## src/rtl/add16_mul_seq.sv

```systemverilog
// Shift-add multiplier controller: time-shares one external 16-bit adder to
// produce the low 16 bits of a*b, one multiplier bit per RUN cycle.
module add16_mul_seq #(
   parameter bit EARLY_TERM = 1'b1
) (
   input  logic        clk,
   input  logic        rst_n,
   input  logic        start,
   input  logic [15:0] a,
   input  logic [15:0] b,
   output logic        busy,
   output logic        done,
   output logic [15:0] out,
   output logic [15:0] add_a,
   output logic [15:0] add_b,
   input  logic [15:0] add_sum
);

   localparam int unsigned W  = 16;
   localparam int unsigned CW = 4;

   typedef enum logic [1:0] {
      S_IDLE = 2'd0,
      S_RUN  = 2'd1,
      S_DONE = 2'd2
   } state_t;

   state_t         state;
   state_t         state_next;
   logic [W-1:0]   mcand;
   logic [W-1:0]   mplier;
   logic [W-1:0]   acc;
   logic [CW-1:0]  cnt;
   logic           last_iter_c;

   // Final iteration: all 16 bits consumed, or no set multiplier bits remain.
   assign last_iter_c = (cnt == CW'(15)) ||
                        (EARLY_TERM && (mplier[W-1:1] == (W-1)'(0)));

   assign add_a = acc;
   assign add_b = mplier[0] ? mcand : W'(0);
   assign out   = acc;

   always_ff @(posedge clk or negedge rst_n) begin
      if (!rst_n) begin
         state <= S_IDLE;
      end else begin
         state <= state_next;
      end
   end

   always_comb begin
      state_next = state;
      case (state)
         S_IDLE:  if (start) state_next = S_RUN;
         S_RUN:   if (last_iter_c) state_next = S_DONE;
         S_DONE:  state_next = S_IDLE;
         default: state_next = S_IDLE;
      endcase
   end

   // Status flags registered from the upcoming state so they align with it.
   always_ff @(posedge clk or negedge rst_n) begin
      if (!rst_n) begin
         busy <= 1'b0;
         done <= 1'b0;
      end else begin
         busy <= (state_next == S_RUN) || (state_next == S_DONE);
         done <= (state_next == S_DONE);
      end
   end

   always_ff @(posedge clk or negedge rst_n) begin
      if (!rst_n) begin
         mcand  <= W'(0);
         mplier <= W'(0);
         acc    <= W'(0);
         cnt    <= CW'(0);
      end else begin
         case (state)
            S_IDLE: begin
               if (start) begin
                  mcand  <= a;
                  mplier <= b;
                  acc    <= W'(0);
                  cnt    <= CW'(0);
               end
            end
            S_RUN: begin
               acc    <= add_sum;
               mcand  <= {mcand[W-2:0], 1'b0};
               mplier <= {1'b0, mplier[W-1:1]};
               cnt    <= cnt + CW'(1);
            end
            default: ;
         endcase
      end
   end

endmodule

```

## config.mk

```make
export PLATFORM = sky130hd
export DESIGN_NAME = add16_mul_seq
export DESIGN_NICKNAME = d
export VERILOG_FILES = /design/src/rtl/add16_mul_seq.sv
export SDC_FILE = /design/constraint.sdc
export NUM_CORES = 1
export LEC_CHECK = 0
export CORE_MARGIN = 4
export CORE_UTILIZATION = 30
export DETAILED_ROUTE_END_ITERATION = 16
export PLACE_DENSITY = 0.65
export SKIP_LAST_GASP = 1
export SLEW_MARGIN = 10
export SYNTH_ARGS = -nofsm -noshare
export SYNTH_HDL_FRONTEND = slang
export SYNTH_SLANG_ARGS = --single-unit
```

## constraint.sdc

```tcl
create_clock -name clk -period 1.7 [get_ports clk]
set_clock_uncertainty 0.05 [all_clocks]
set_input_delay 0.34 -clock clk [delete_from_list [all_inputs] [get_ports clk]]
set_output_delay 0.34 -clock clk [all_outputs]
set_load 0.1 [all_outputs]
```

== After elaboration in Yosys (flattened, before gate mapping) ==
Cells that the tools add are included.

* Reductions and logical operators: 6
* Bitwise logic cells: 0
* Add/subtract/negate cells: 1
* Multipliers: 0
* Multiplexer cells: 12
* Shift operators: 0
* Div/mod/pow operators: 0
* Equal/unequal tests: 5
* Order comparisons: 0

{| class="wikitable"
|+ Operators with widths
! cell !! count
|-
| 16-bit case mux with 2 select lines || 3
|-
| 16-bit 2-to-1 mux || 4
|-
| 15-bit logical NOT || 1
|-
| 4-bit case mux with 2 select lines || 1
|-
| 4-bit by 1-bit adder with 4-bit output, second input constant || 1
|-
| 2-bit by 1-bit equality test with 1-bit output, second input constant || 2
|-
| 4-bit equality test, second input constant || 1
|-
| 2-bit 2-to-1 mux || 2
|-
| 4-bit 2-to-1 mux || 1
|-
| 2-bit case mux with 2 select lines || 1
|-
| 2-bit equality test, second input constant || 1
|-
| 2-bit logical NOT || 1
|-
| 1-bit logical OR || 2
|-
| 2-bit inequality test, second input constant || 1
|-
| 2-bit AND reduction || 1
|-
| 2-bit nonzero test || 1
|}

* Latch bits: 0
* Bits in read-only memories: 0
* Logic and storage cells: 31
* RAM bits: 0
* Input port bits: 51
* Flip-flop bits (word level): 56
* Memories: 0
* Output and inout bits: 50

== Depth between registers and ports, before layout ==
* Depth after elaboration: 6
* Depth in mapped cells: 6

== Least setup slack after synthesis ==
No wires, ideal clock.

* Kind: flip-flop to output port
* From: reg mplier[0]
* To: out add_b[14]
* Path slack: -0.072 ns
* Cell stages (with the launch flop): 3
* Data arrival time: 1.382 ns
* Path buffers: 1
* Required time: 1.310 ns
* Cells stage by stage: dfrtp_1 clkbuf_1 and2_1

* Longest elaborated chain between the ends: 1

{| class="wikitable"
|+ Ends and longest elaborated chain
! what !! line !! RTL
|-
| start: declaration || 31 || <nowiki>logic [W-1:0] mplier;</nowiki>
|-
| start signal: assignment || 92 || <nowiki>mplier <= {1'b0, mplier[W-1:1]};</nowiki>
|-
| 16-bit 2-to-1 mux || 41 || <nowiki>assign add_b = mplier[0] ? mcand : W'(0);</nowiki>
|-
| end: declaration || 15 || <nowiki>output logic [15:0] add_b,</nowiki>
|}

Every way passes these cells.

== Final worst setup path ==
* From: reg mplier[0]
* To: out add_b[1]

Same word-level chain as after synthesis.

==> results.json <==
{
  "post-route-drc-count": 0,
  "synthesis.nets": 330,
  "ff_latch_area_um2": 1423,
  "placer_congestion_estimate": 0.7679,
  "timing_worst_setup_path_type": "reg2out",
  "finalSetupViolations": 0,
  "totalNegativeSetupSlack_ps": 0,
  "final_hold_viol_count": 0,
  "mostFrequentLayoutCells": "54 x buf_12, 49 x clkdlybuf4s50_1, 39 x dfrtp_1, 31 x a21oi_1, 30 x a22oi_1",
  "initial_utilization": 0.3059,
  "detailed_place_hpwl_mm": 5.380,
  "cts-buffers-inserted": 5,
  "worstMarginPinSlew_ps": 315.0,
  "timing.slew.headroom": 0.7900,
  "final_common_cell": "buf_12",
  "detail_route.vias_per_cell": 5.004,
  "num_clock_sinks": 56,
  "timing.max_cap.violations": 0,
  "placement.setup.worst_slack_ps": -120.0,
  "timing.critical_path.arrival_ps": 1280,
  "multi_input_combinational_cell_area_um2": 1192,
  "crit_path_end_kind": "output port",
  "final.fill_count": 820,
  "detailedRoute.firstIterationViolations": 130,
  "finalHoldWorstSlack_ps": 448.2,
  "die_height_um": 104.8,
  "mapped_cell_area_um2": 2813,
  "fin_nets": 415,
  "tritoncts": "yes",
  "synth_seq_area_share": 0.4982,
  "postSynthRegisterBits": 56,
  "grt_pass1_wl_mm": 12.28,
  "netlist_instances": 277,
  "firstDrtPassIters": 4,
  "count_of_cell_types_in_the_netlist": 28,
  "standard_cell_row_count": 35,
  "layout_min_cycle_time_ps": 1670,
  "critical_path_required_ps": 1310,
  "post_syn_area_per_cell_um2": 10.15,
  "final_max_slew_viol_count": 0,
  "cts_buffer_depth": 2,
  "sum_of_overflow_across_all_layers_after_global_routing": 0,
  "core_area_um2": 9196,
  "layout-area-overhead-vs-synth_pct": 61.88,
  "yosys_warnings": 0,
  "grt_pass1_vias": 2312,
  "clock.fmax_ghz": 0.5988,
  "dr_total_vias": 2372,
  "cts-htree-levels": 2,
  "layout_worst_path_cycle_share": 0.9824,
  "clock_tree.root_cell": "clkbuf_8",
  "finalWorstSetupSlack_ps": 29.94,
  "antenna_cells": 0,
  "worst-path-max-fanout": 18,
  "synthDominantAreaCellType": "dfrtp_1",
  "antenna_violations_before_repair": 0,
  "global_route.usage.total": 0.1356,
  "grt_max_degree": 57,
  "die_width_um": 104.8,
  "hold_path.class": "reg2reg",
  "drt.antenna.violating_nets": 0,
  "area_of_the_die_um2": 10990,
  "pin_count": 101,
  "post_drt_wl_per_cell_um": 16.04,
  "yosys-top-cells-area": "dfrtp_1 50%, a22oi_1 8.0%, a22o_1 5.9%",
  "postRouteWirelength_mm": 7.603,
  "clk_pin_slew_worst_paths_ps": 100,
  "post_route_cells_drive_above_1_share": 0.2893,
  "synth_top_cell_area_share": 0.4982,
  "clk-insertion-delay-late_ps": 310,
  "setup.worst_path.start_class": "register",
  "grt_setup_unrepaired": "yes",
  "outcome": "finished, final reports clean",
  "io_buffers": 100
}
metal layers:
layer,track usage,vias up,wire [um]
met1,0.1907,1147,3470
met2,0.2090,68,3650
met4,0.03093,0,67
li1,-,1153,-
met5,0,-,0
met3,0.03582,4,416
timing repair:
item | CTS | global route
resized for setup | 1 | 1
endpoints found under the hold margin | 56 | 0
setup endpoints to repair | 16 | 9
setup buffers | 0 | 0
hold buffers | 1 | 0
worst paths after layout:
| path | slack [ps] | endpoint | cells past startpoint | start |
|---|---|---|---|---|
| max in group asynchronous | 800 | add_a[6] | 3 | rst_n |
| hold / removal | 450 | cnt[3] | 1 | cnt[3] |
| setup reg to reg | 90 | busy | 5 | mplier[1] |
| hold reg to reg | 450 | cnt[3] | 1 | cnt[3] |
| min in group asynchronous | 500 | mcand[12] | 3 | rst_n |
| setup / recovery | 30 | add_b[1] | 2 | mplier[0] |
cell type report:
class / count / share of cell area
flip-flops and latches: 56 / 0.3124
clock buffers: 7 / 0.02116
clock inverters: 1 / 0.006595
well taps: 111 / 0.03050
repair buffers: 116 / 0.3666
multi-input cells: 182 / 0.2619
inverters: 1 / 0.0008244
synthesized netlist by cell type, drive strengths merged:
| master | number |
|---|---|
| nand2 | 2 |
| a41oi | 1 |
| nand2b | 2 |
| mux2i | 1 |
| a22oi | 30 |
| nand4 | 2 |
| inv | 1 |
| nor2 | 1 |
| a22o | 19 |
| and2 | 16 |
| o21bai | 1 |
| and2b | 5 |
| ha | 2 |
| o21ai | 35 |
| o21a | 1 |
| nor4 | 3 |
| nor3 | 1 |
| nor2b | 27 |
| a21oi | 31 |
| nor3b | 1 |
| dfrtp | 56 |
| clkbuf | 10 |
| nand3 | 1 |
| buf | 28 |
through the flow:
stage	area (um2)	util	instances
global placement	4409	0.4795	465
detailed placement	4409	0.4795	465
floorplan	2845	-	277
global route	4553	0.4951	474
finish	4553	0.4951	474
CTS	4547	0.4944	474
cells by family after synthesis:
kind of cell | synth area share
muxes | 0.003559
AOI/OAI and AO/OA | 0.2651
and+or+nand+nor | 0.1375
buffers and inverters | 0.08674
adders and majority gates | 0.008895
DFF | 0.4982
state kept, by name, summed over array words and instances (netlist names):
name and count:
mplier 16, mcand 16, add_a 16, state 2, done 1, busy 1, cnt 4
worst max-delay path, cell delays in order (launching register included):
cell,delay (ps)
dfrtp_2,540
and2_1,240
buf_12,190
Power is not shown: default switching activity piles up to over one toggle a cycle in this logic, so the estimate is an artifact.
